$ cat config.mk
export PLATFORM = sky130hd
export DESIGN_NAME = serial_subtractor_flat
export DESIGN_NICKNAME = d
export VERILOG_FILES = /design/src/rtl/serial_subtractor_if.sv /design/src/rtl/serial_subtractor.sv /design/src/flat_wrapper.sv
export SDC_FILE = /design/constraint.sdc
export NUM_CORES = 1
export LEC_CHECK = 0
export ABC_AREA = 1
export BUFFER_PORTS_ARGS = -buffer_cell sky130_fd_sc_hd__buf_2
export CAP_MARGIN = 30
export CORE_MARGIN = 2
export CORE_UTILIZATION = 55
export DETAILED_ROUTE_END_ITERATION = 7
export GPL_ROUTABILITY_DRIVEN = 0
export MAX_ROUTING_LAYER = met4
export PLACE_DENSITY_LB_ADDON = 0.2
export SYNTH_ARGS = -nofsm -noshare
export SYNTH_HDL_FRONTEND = slang
export SYNTH_SLANG_ARGS = --single-unit
$ cat constraint.sdc
create_clock -name clk -period 2 [get_ports clk]
set_clock_uncertainty 0.1 [all_clocks]
set_input_delay 0.4 -clock clk [delete_from_list [all_inputs] [get_ports clk]]
set_output_delay 0.4 -clock clk [all_outputs]
set_load 0.01 [all_outputs]
$ cat src/rtl/serial_subtractor_if.sv
// Operand and result handshake bundle for the bit-serial subtractor.
interface serial_subtractor_if #(
    parameter int WIDTH = 4
);
    logic             in_valid;
    logic             in_ready;
    logic [WIDTH-1:0] a;
    logic [WIDTH-1:0] b;
    logic             out_valid;
    logic             out_ready;
    logic [WIDTH-1:0] diff;
    logic             borrow;
    logic             ovf;

    modport master (
        output in_valid, a, b, out_ready,
        input  in_ready, out_valid, diff, borrow, ovf
    );

    modport slave (
        input  in_valid, a, b, out_ready,
        output in_ready, out_valid, diff, borrow, ovf
    );
endinterface

$ cat src/rtl/serial_subtractor.sv
// Bit-serial WIDTH-bit subtractor (diff = a - b mod 2^WIDTH), LSB first, one bit per clock.
// Define SERIAL_SUB_OVF_EN to build the signed-overflow flag; otherwise ovf is tied low.
module serial_subtractor #(
    parameter int WIDTH = 4
) (
    input  logic                 clk,
    input  logic                 rst_n,
    serial_subtractor_if.slave   bus
);
    localparam int CNT_W = (WIDTH > 1) ? $clog2(WIDTH) : 1;
    localparam logic [CNT_W-1:0] CNT_LAST = CNT_W'(WIDTH - 1);
    localparam logic [CNT_W-1:0] CNT_ONE  = CNT_W'(1);

    localparam logic [1:0] IDLE  = 2'd0;
    localparam logic [1:0] SHIFT = 2'd1;
    localparam logic [1:0] DONE  = 2'd2;

    function automatic logic fs_diff(input logic x, input logic y, input logic bw);
        return x ^ y ^ bw;
    endfunction

    function automatic logic fs_borrow(input logic x, input logic y, input logic bw);
        return (~x & y) | (~(x ^ y) & bw);
    endfunction

    logic [1:0]       state_q, state_d;
    logic [WIDTH-1:0] a_q, a_d;
    logic [WIDTH-1:0] b_q, b_d;
    logic [WIDTH-1:0] res_q, res_d;
    logic             bw_q, bw_d;
    logic [CNT_W-1:0] cnt_q, cnt_d;
    logic             in_ready_q, in_ready_d;
    logic             out_valid_q, out_valid_d;

    logic             accept_s;
    logic             last_s;
    logic             d_s;
    logic             bw_next_s;

    // Full-subtractor cell on the current LSBs and the borrow flop.
    always_comb begin
        d_s       = fs_diff(a_q[0], b_q[0], bw_q);
        bw_next_s = fs_borrow(a_q[0], b_q[0], bw_q);
        accept_s  = (state_q == IDLE) && in_ready_q && bus.in_valid;
        last_s    = (state_q == SHIFT) && (cnt_q == CNT_LAST);
    end

    // Next-state and datapath update.
    always_comb begin
        state_d = state_q;
        a_d     = a_q;
        b_d     = b_q;
        res_d   = res_q;
        bw_d    = bw_q;
        cnt_d   = cnt_q;
        case (state_q)
            IDLE: begin
                if (accept_s) begin
                    a_d     = bus.a;
                    b_d     = bus.b;
                    res_d   = {WIDTH{1'b0}};
                    bw_d    = 1'b0;
                    cnt_d   = {CNT_W{1'b0}};
                    state_d = SHIFT;
                end else begin
                    state_d = IDLE;
                end
            end
            SHIFT: begin
                res_d = {d_s, res_q[WIDTH-1:1]};
                a_d   = {1'b0, a_q[WIDTH-1:1]};
                b_d   = {1'b0, b_q[WIDTH-1:1]};
                bw_d  = bw_next_s;
                // Counter parks at zero on the last bit so it never wraps.
                if (last_s) begin
                    cnt_d   = {CNT_W{1'b0}};
                    state_d = DONE;
                end else begin
                    cnt_d   = cnt_q + CNT_ONE;
                    state_d = SHIFT;
                end
            end
            DONE: begin
                if (bus.out_ready) begin
                    state_d = IDLE;
                end else begin
                    state_d = DONE;
                end
            end
            default: begin
                state_d = IDLE;
            end
        endcase
        in_ready_d  = (state_d == IDLE);
        out_valid_d = (state_d == DONE);
    end

    // State, datapath and handshake flops.
    always_ff @(posedge clk or negedge rst_n) begin
        if (!rst_n) begin
            state_q     <= IDLE;
            a_q         <= {WIDTH{1'b0}};
            b_q         <= {WIDTH{1'b0}};
            res_q       <= {WIDTH{1'b0}};
            bw_q        <= 1'b0;
            cnt_q       <= {CNT_W{1'b0}};
            in_ready_q  <= 1'b0;
            out_valid_q <= 1'b0;
        end else begin
            state_q     <= state_d;
            a_q         <= a_d;
            b_q         <= b_d;
            res_q       <= res_d;
            bw_q        <= bw_d;
            cnt_q       <= cnt_d;
            in_ready_q  <= in_ready_d;
            out_valid_q <= out_valid_d;
        end
    end

`ifdef SERIAL_SUB_OVF_EN
    logic a_msb_q, a_msb_d;
    logic b_msb_q, b_msb_d;
    logic ovf_q, ovf_d;

    // Signed overflow: operand signs differ and the result sign disagrees with a.
    always_comb begin
        a_msb_d = a_msb_q;
        b_msb_d = b_msb_q;
        ovf_d   = ovf_q;
        if (accept_s) begin
            a_msb_d = bus.a[WIDTH-1];
            b_msb_d = bus.b[WIDTH-1];
            ovf_d   = 1'b0;
        end else if (last_s) begin
            ovf_d = (a_msb_q != b_msb_q) && (d_s != a_msb_q);
        end else begin
            ovf_d = ovf_q;
        end
    end

    // Overflow capture flops.
    always_ff @(posedge clk or negedge rst_n) begin
        if (!rst_n) begin
            a_msb_q <= 1'b0;
            b_msb_q <= 1'b0;
            ovf_q   <= 1'b0;
        end else begin
            a_msb_q <= a_msb_d;
            b_msb_q <= b_msb_d;
            ovf_q   <= ovf_d;
        end
    end

    assign bus.ovf = ovf_q;
`else
    assign bus.ovf = 1'b0;
`endif

    assign bus.in_ready  = in_ready_q;
    assign bus.out_valid = out_valid_q;
    assign bus.diff      = res_q;
    assign bus.borrow    = bw_q;
endmodule

$ cat src/flat_wrapper.sv
// flat-port wrapper written by rule: the top's interface ports become plain ports
module serial_subtractor_flat 
#(
    parameter int WIDTH = 4
)
  (clk, rst_n, bus_in_valid, bus_a, bus_b, bus_out_ready, bus_in_ready, bus_out_valid, bus_diff, bus_borrow, bus_ovf);
  serial_subtractor_if #(.WIDTH(WIDTH)) bus_i ();
  input  logic clk;
  input  logic rst_n;
  input wire logic [$bits(bus_i.in_valid)-1:0] bus_in_valid;
  input wire logic [$bits(bus_i.a)-1:0] bus_a;
  input wire logic [$bits(bus_i.b)-1:0] bus_b;
  input wire logic [$bits(bus_i.out_ready)-1:0] bus_out_ready;
  output wire logic [$bits(bus_i.in_ready)-1:0] bus_in_ready;
  output wire logic [$bits(bus_i.out_valid)-1:0] bus_out_valid;
  output wire logic [$bits(bus_i.diff)-1:0] bus_diff;
  output wire logic [$bits(bus_i.borrow)-1:0] bus_borrow;
  output wire logic [$bits(bus_i.ovf)-1:0] bus_ovf;
  assign bus_i.in_valid = bus_in_valid;
  assign bus_i.a = bus_a;
  assign bus_i.b = bus_b;
  assign bus_i.out_ready = bus_out_ready;
  assign bus_in_ready = bus_i.in_ready;
  assign bus_out_valid = bus_i.out_valid;
  assign bus_diff = bus_i.diff;
  assign bus_borrow = bus_i.borrow;
  assign bus_ovf = bus_i.ovf;
  serial_subtractor #(.WIDTH(WIDTH)) u_core (.clk(clk), .rst_n(rst_n), .bus(bus_i));
endmodule
After elaboration in Yosys (flattened, before gate mapping)
Cells that the tools add are included.
Widths: inputs -> output; s select.
Word-level totals
  output and inout port bits: 8
  flip-flop bits (word level): 19
  bits of input ports: 12
  word-level logic and storage cells: 43
Operators by class
  equality and inequality tests: 5
  bitwise operators: 7
  multiplexer cells: 15
  add/subtract/negate cells: 1
  reductions and logical operators: 7
Operator list (count)
  $pmux 4 s2: 3
  $mux 4: 3
  $mux 2: 4
  $eq 2x2->1 const B: 3
  $pmux 2 s3: 1
  $logic_not 2->1: 2
  $pmux 2 s2: 1
  $logic_and 1x1->1: 3
  $add 2x1->2 const B: 1
  $and 1x1->1: 2
  $eq 2x1->1 const B: 1
  $mux 1: 2
  $ne 2x1->1 const B: 1
  $not 1->1: 2
  $pmux 1 s2: 1
  $reduce_and 2->1: 1
  $reduce_bool 2->1: 1
  $xor 1x1->1: 2
  $or 1x1->1: 1

Depth between registers and ports, before layout
Gate-level depths: netlist (run 1).
  word-level depth: 6
  depth in mapped cells: 7
  gate-level depth less buffers: 6

Worst setup path before layout (run 1)
Ideal clock, no wire load.
  path kind: register to register
  start point: register u_core.bw_q, in the netlist u_core.bus.borrow
  end point: register u_core.res_q[3], in the netlist u_core.bus.diff[3]
  required time: 1.779 ns
  library setup time: 0.121 ns
  data arrival time: 1.013 ns
  path slack: 0.766 ns
  stages on the path, launching flop included: 3
  cells stage by stage: dfrtp_1 > fa_1 > o21ai_1
On the way
  longest elaborated chain between the ends: 2
Ends and longest elaborated chain
  from (decl): RTL line serial_subtractor.sv:30  | logic bw_q, bw_d;
  from (signal assigned): RTL line serial_subtractor.sv:114  | bw_q <= bw_d;
  $xor 1x1->1: RTL line serial_subtractor.sv:19  | return x ^ y ^ bw;
  $pmux 4 s2: RTL line serial_subtractor.sv:56  | case (state_q)
  to (signal assigned): RTL line serial_subtractor.sv:104  | res_q <= {WIDTH{1'b0}};
  to (signal assigned): RTL line serial_subtractor.sv:113  | res_q <= res_d;
  to (decl): RTL line serial_subtractor.sv:29  | logic [WIDTH-1:0] res_q, res_d;
No other way between the ends.
A chain may end at the register's enable or synchronous reset.

Worst setup path after layout (run 1)
  start point: register u_core.state_q[1]
  end point: register u_core.a_q[2]
On the way
  longest elaborated chain between the ends: 5
  elaborated cells on any way between the ends: 8
  classes of those cells: eq/ne: 2; mux: 1; reduce/logical: 5
Ends and longest elaborated chain
  from (decl): RTL line serial_subtractor.sv:26  | logic [1:0] state_q, state_d;
  from (signal assigned): RTL line serial_subtractor.sv:110  | state_q <= state_d;
  $logic_not 2->1: RTL line serial_subtractor.sv:44, serial_subtractor.sv:56
  $logic_and 1x1->1 (2 in series): RTL line serial_subtractor.sv:44  | accept_s = (state_q == IDLE) && in_ready_q && bus.in_valid;
  $ne 2x1->1 (no source line)
  $reduce_and 2->1 (no source line)
  to (signal assigned): RTL line serial_subtractor.sv:102  | a_q <= {WIDTH{1'b0}};
  to (decl): RTL line serial_subtractor.sv:27  | logic [WIDTH-1:0] a_q, a_d;
Several ways; a longest one is shown, not always the timed one.

==> qor.csv, run 1 <==
metric,value,unit
Synth Warn #,0,
"count leader, synth",nand2_1,
Ports,20,
Final Cycle Share,71.5,%
Post-Syn Area,896,sq um
PostCTS Resize Cnt,0,
critical path required time,2130,ps
"Top FF cell, synth",dfrtp_1,
Tot Pwr,1.54,mW
die width,44.4,um
Setup crit start kind,register,
pin count of the biggest net entering global routing,24,
H-tree Lvls,1,
critical path arrival,1560,ps
non-filler instance count after layout,139,
via/cell ratio,5.11,
ANT nets after route,0,
cell breakdown of the critical path,inv_2 > nand3_2 > nand2_1 > nand2_1 > nand2_1,
Final TNS setup,0,ps
critical path endpoint category,register,
Yosys top cell area share,53.1,%
Initial Utilization,58.8,%
row cnt,14,
CTS Sinks,19,
Root Driver,clkbuf_4,
kind of critical path,reg2reg,
syn nets,119,
utilization after layout,65.9,%
Synth area leader,dfrtp_1,
CORE AREA,1520,sq um
dpl ws,605,ps
final hold violations,0,
Area Overhead vs Synth,12.2,%
Crit-path slowest cell,dfrtp_1,
DRC errors left,0,
first-pass GRT wire length,2510,um
commonest cells in the netlist,"nand2_1 (40), nand3_1 (22), dfrtp_1 (19)",
Post-Syn Area per Cell,8.53,sq um
cells after synthesis,105,
post-synth cell types,18,
Die Area,1970,sq um
unrepaired setup endpoints after global routing,no,
vias in the first global route,588,
max cap viols,0,
R2R setup slack,570,ps
synth top area cells,"dfrtp_1 (53%), nand2_1 (17%), nand3_1 (12%), buf_4 (2.5%), fa_1 (2.2%)",
CTS buffer count,3,
# setup viols final,0,
wire per inst,11.3,um
DRT Pass-1 Iters,4,
Slew Limit Fails,0,
ant diodes,0,
HPWL Detailed,1140,um
VDD IR max,1.02,mV
outcome,completed,
dpl cells,134,
#FFs+latches synth,19,
routed vias,710,
CTS tree,yes,
ratio of cells with drive above 1 in the final layout,22.0,%
register area share after synthesis,53.1,%
GRT overflow,0,
Worst Hold Class,in2reg,
Most common cell on crit path,nand2_1,
"EDFF count, synth",0,
setup ws final,570,ps
number of port buffers,18,
Initial DRC Count,26,
initial antenna violation count,0,
Skew-Pair Late Insertion Delay,290,ps
leakage,0.581,nW
Power Dens Cells,1530,nW/um^2
fin crit period,1430,ps
final wirelength,1570,um
die height,44.4,um
fraction of registers with async set/reset,100,%
Max Buffers Root-to-Sink,2,
Fmax achieved,0.699,GHz
layout net count,138,
CP Max Fanout,16,
Total GRT Usage,18.2,%
Post-CTS Setup Inserts,0,
clock slew at reported path FFs,100,ps
max incr delay on CP,430,ps
flip-flops by register name (all words and copies together) (netlist names):
| register | cells |
|---|---|
| u_core.a_q | 4 |
| u_core.b_q | 4 |
| u_core.bus.diff | 4 |
| u_core.cnt_q | 2 |
| u_core.state_q | 2 |
| u_core.bus.borrow | 1 |
| u_core.bus.in_ready | 1 |
| u_core.bus.out_valid | 1 |
layout by cell type, fill, tap and decap left out, types with 2 or more instances in the layout:
| cell type | instances |
|---|---|
| nand2_1 | 40 |
| nand3_1 | 22 |
| dfrtp_1 | 19 |
| buf_2 | 18 |
| inv_1 | 4 |
| clkbuf_4 | 3 |
| inv_2 | 2 |
| nor2_1 | 2 |
| o21ai_1 | 2 |
| o21ai_0 | 2 |
repair_timing:
action                                 CTS  global route
hold buffers                             1             0
setup endpoints to repair                0             0
endpoints found under the hold margin   19             0
cells by family (layout without fill, tap and decap cells):
group,count (synthesis),in the layout,share of synthesized area (%)
AOI/OAI and AO/OA,4,4,2.23
adders and majority gates,2,2,3.63
buffers and inverters,11,29,6.84
DFF,19,19,53.1
other,1,1,0.419
and+or+nand+nor,68,68,33.8
worst paths after layout:
| kind | startpoint | end | cells after the start |
|---|---|---|---|
| setup / recovery | u_core.state_q[1]$_DFF_PN0_ | u_core.a_q[2]$_DFFE_PN0P_ | 5 |
| hold / removal | bus_b[3] | u_core.b_q[3]$_DFFE_PN0P_ | 3 |
| setup reg to reg | u_core.state_q[1]$_DFF_PN0_ | u_core.a_q[2]$_DFFE_PN0P_ | 5 |
| hold reg to reg | u_core.cnt_q[0]$_DFFE_PN0P_ | u_core.cnt_q[0]$_DFFE_PN0P_ | 1 |
| max in group asynchronous | rst_n | u_core.a_q[2]$_DFFE_PN0P_ | 2 |
| min in group asynchronous | rst_n | u_core.bus.diff[2]$_DFFE_PN0P_ | 2 |
routing by layer:
layer  GRT usage (%)  vias up  routed length [um]
met1            27.3      321                 826
met5               -        -                   0
li1                -      369                   -
met2            25.6       18                 643
met4            5.45        0                  14
met3            2.86        2                  80
metrics by stage:
stage / instance area (sq um) / hold WS [ps]
floorplan: 896 / 4.41
global placement: 967 / 254
detailed placement: 967 / 257
CTS: 1000 / 249
global route: 1000 / 249
finish: 1000 / 248
where the power goes:
part / leakage, nW / switching (mW) / internal (mW)
combinational: 0.319 / 0.415 / 0.240
clock: 0.0177 / 0.114 / 0.0742
sequential: 0.244 / 0.139 / 0.554
layout make-up:
| class | count | area (sq um) |
|---|---|---|
| clock inverter | 1 | 5.00 |
| tap | 16 | 20.0 |
| multi-input combinational | 75 | 359 |
| sequential | 19 | 475 |
| inverter | 6 | 22.5 |
| clock buffer | 3 | 22.5 |
| timing repair buffer | 19 | 100 |
| fill | 133 | 519 |
worst max-delay path: cells and delay by family (launching register included):
family / cells / cell delay (ps)
buffers and inverters: 1 / 160
DFF: 1 / 430
and+or+nand+nor: 4 / 690
Power figures use the tool's default switching activity.
==> run 2, diff against run 1 <==
--- a/config.mk
+++ b/config.mk
@@ -9,7 +9,7 @@
 export BUFFER_PORTS_ARGS = -buffer_cell sky130_fd_sc_hd__buf_2
 export CAP_MARGIN = 30
 export CORE_MARGIN = 2
-export CORE_UTILIZATION = 55
+export CORE_UTILIZATION = 51
 export DETAILED_ROUTE_END_ITERATION = 7
 export GPL_ROUTABILITY_DRIVEN = 0
 export MAX_ROUTING_LAYER = met4
==> constraint.sdc (replaced) <==
create_clock -name clk -period 1.4 [get_ports clk]
set_clock_uncertainty 0.1 [all_clocks]
set_input_delay 0.28 -clock clk [delete_from_list [all_inputs] [get_ports clk]]
set_output_delay 0.28 -clock clk [all_outputs]
set_load 0.01 [all_outputs]
==> run 2 against run 1 <==
  * Final area grew 6.6%
  * Flip-flop and latch count is the same
  * Non-clock buffer count is 6 higher
  * Global-route usage is 1.4 points higher
  * Sequential power increased by 41%
  * Power grew 53%
  * Clock-buffer cell count is 1 higher
  * Die area up 7.1%
  * Largest cell class unchanged
==> qor.csv, run 2 (same netlist as run 1, synthesis figures left out) <==
metric,value,unit,change
Buf/Inv on CP,1,,unchanged
wire per inst,11.9,um,was 11.3 um
HPWL Detailed,1190,um,was 1140 um
R2R setup slack,160,ps,was 570 ps
number of port buffers,18,,unchanged
R2R depth,2,,was 5
Initial DRC Count,14,,was 26
VDD IR max,1.54,mV,was 1.02 mV
fin area,1070,sq um,was 1000 sq um
CP endpoint,bus_diff[3],,was u_core.a_q[2]$_DFFE_PN0P_
kind of critical path,reg2out,,was reg2reg
CTS Sinks,19,,unchanged
H-tree Lvls,1,,unchanged
CORE AREA,1690,sq um,was 1520 sq um
GRT overflow,0,,unchanged
Worst Hold Class,in2reg,,unchanged
via/cell ratio,5.21,,was 5.11
fin crit period,1250,ps,
critical path arrival,870,ps,was 1560 ps
CTS tree,yes,,unchanged
Root Driver,clkbuf_4,,unchanged
Final TNS setup,0,ps,unchanged
dpl ws,131,ps,was 605 ps
vias in the first global route,695,,was 588
Total GRT Usage,19.6,%,was 18.2%
clock slew at reported path FFs,110,ps,was 100 ps
Tot Pwr,2.35,mW,was 1.54 mW
Skew-Pair Late Insertion Delay,290,ps,about the same
ant diodes,0,,unchanged
dpl cells,141,,was 134
Area Overhead vs Synth,19.6,%,was 12.2%
final hold violations,0,,unchanged
die height,45.9,um,was 44.4 um
layout net count,144,,was 138
Power Dens Cells,2200,nW/um^2,was 1530 nW/um^2
# setup viols final,0,,unchanged
ANT nets after route,0,,unchanged
outcome,completed,,unchanged
leakage,0.613,nW,was 0.581 nW
CTS buffer count,3,,unchanged
Die Area,2110,sq um,was 1970 sq um
DRC errors left,0,,unchanged
row cnt,15,,was 14
Post-DP Area,1030,sq um,was 967 sq um
Crit-path slowest cell,dfrtp_1,,unchanged
critical path required time,1020,ps,was 2130 ps
cell family with most CP delay,flip-flops,,was simple AND/OR/NAND/NOR gates
WP depth,1,,was 5
unrepaired setup endpoints after global routing,no,,unchanged
routed vias,760,,was 710
final wirelength,1730,um,was 1570 um
Critical Path Source,u_core.bus.diff[3]$_DFFE_PN0P_,,was u_core.state_q[1]$_DFF_PN0_
Final Cycle Share,89.6,%,
Ports,20,,unchanged
CP Max Fanout,3,,was 16
max incr delay on CP,430,ps,about the same
most frequent cells in the layout,"nand2_1 (40), nand3_1 (22), dfrtp_1 (19), buf_2 (18), buf_4 (5)",,"was nand2_1 (40), nand3_1 (22), dfrtp_1 (19), buf_2 (18), inv_1 (4)"
first-pass GRT wire length,2940,um,was 2510 um
Worst R2R Start,u_core.bus.borrow$_DFFE_PN0P_,,was u_core.state_q[1]$_DFF_PN0_
max cap viols,0,,unchanged
ratio of cells with drive above 1 in the final layout,24.8,%,was 22.0%
Setup crit start kind,register,,unchanged
Worst R2R End,u_core.bus.diff[3]$_DFFE_PN0P_,,was u_core.a_q[2]$_DFFE_PN0P_
DRT Pass-1 Iters,4,,unchanged
"most common cell after layout, fill and taps aside",nand2_1,,unchanged
initial antenna violation count,0,,unchanged
critical path endpoint category,primary output,,was register
Max Buffers Root-to-Sink,2,,unchanged
pin count of the biggest net entering global routing,24,,unchanged
Slew Limit Fails,0,,unchanged
non-filler instance count after layout,146,,was 139
die width,45.9,um,was 44.4 um
setup ws final,146,ps,was 570 ps
Initial Utilization,53.0,%,was 58.8%
cell breakdown of the critical path,buf_2,,was inv_2 > nand3_2 > nand2_1 > nand2_1 > nand2_1
Fmax achieved,0.797,GHz,
## run 2: cell count changes in the layout (fill, tap and decap cells not counted), sizes merged
cell,previous run,this run
buf,18,24
clkbuf,3,4
clkinv,1,0
## run 2: worst min path at each step
stage	startpoint	cells after the start	end	slack (ps)
after global placement	rst_n	1	u_core.a_q[3]$_DFFE_PN0P_	140
after CTS	bus_b[3]	3	u_core.b_q[3]$_DFFE_PN0P_	120
after floorplan	rst_n	0	u_core.a_q[0]$_DFFE_PN0P_	-120
after detailed placement	rst_n	1	u_core.b_q[2]$_DFFE_PN0P_	140
after global routing	bus_b[3]	3	u_core.b_q[3]$_DFFE_PN0P_	150
final	bus_b[3]	3	u_core.b_q[3]$_DFFE_PN0P_	120
## run 2: power breakdown
group | switching, mW | internal [mW]
Combinational | 0.646 | 0.456
Clock | 0.167 | 0.111
Sequential | 0.182 | 0.791
## run 2: worst reg2reg max path: cells and delay by family, from the launching register on
| family | cells | cell delay [ps] |
|---|---|---|
| adders and majority gates | 1 | 530 |
| DFF | 1 | 430 |
| AOI/OAI and AO/OA | 1 | 70 |
## run 2: layout make-up
type                            instances  area [sq um]
Fill cell                             150           618
Sequential cell                        19           475
Multi-Input combinational cell         75           368
Timing Repair Buffer                   25           158
Clock buffer                            4          26.3
Inverter                                6          22.5
Tap cell                               17          21.3
## run 2: metrics by stage
stage,util [%],hold slack (ps)
3_3_place_gp,60.7,144
6_report,63.4,122
5_1_grt,63.4,148
3_5_place_dp,60.7,141
4_1_cts,62.9,124
2_1_floorplan,-,-116
## run 2: per-layer routing
layer	vias up	global-route usage (%)	wire length, um	share of wire [%]
met1	355	26.3	818	47
li1	385	-	-	-
met5	-	-	0	0
met4	0	6.29	0	0
met3	0	3.57	74	4.3
met2	20	30.0	839	48
## run 2: what timing repair did
| action | 4_1_cts | 5_1_grt |
|---|---|---|
| endpoints found under the setup margin | 0 | 3 |
| hold buffers | 1 | 0 |
| endpoints found under the hold margin | 19 | 0 |
| gates resized for setup | 0 | 1 |
| buffers inserted | 0 | 0 |
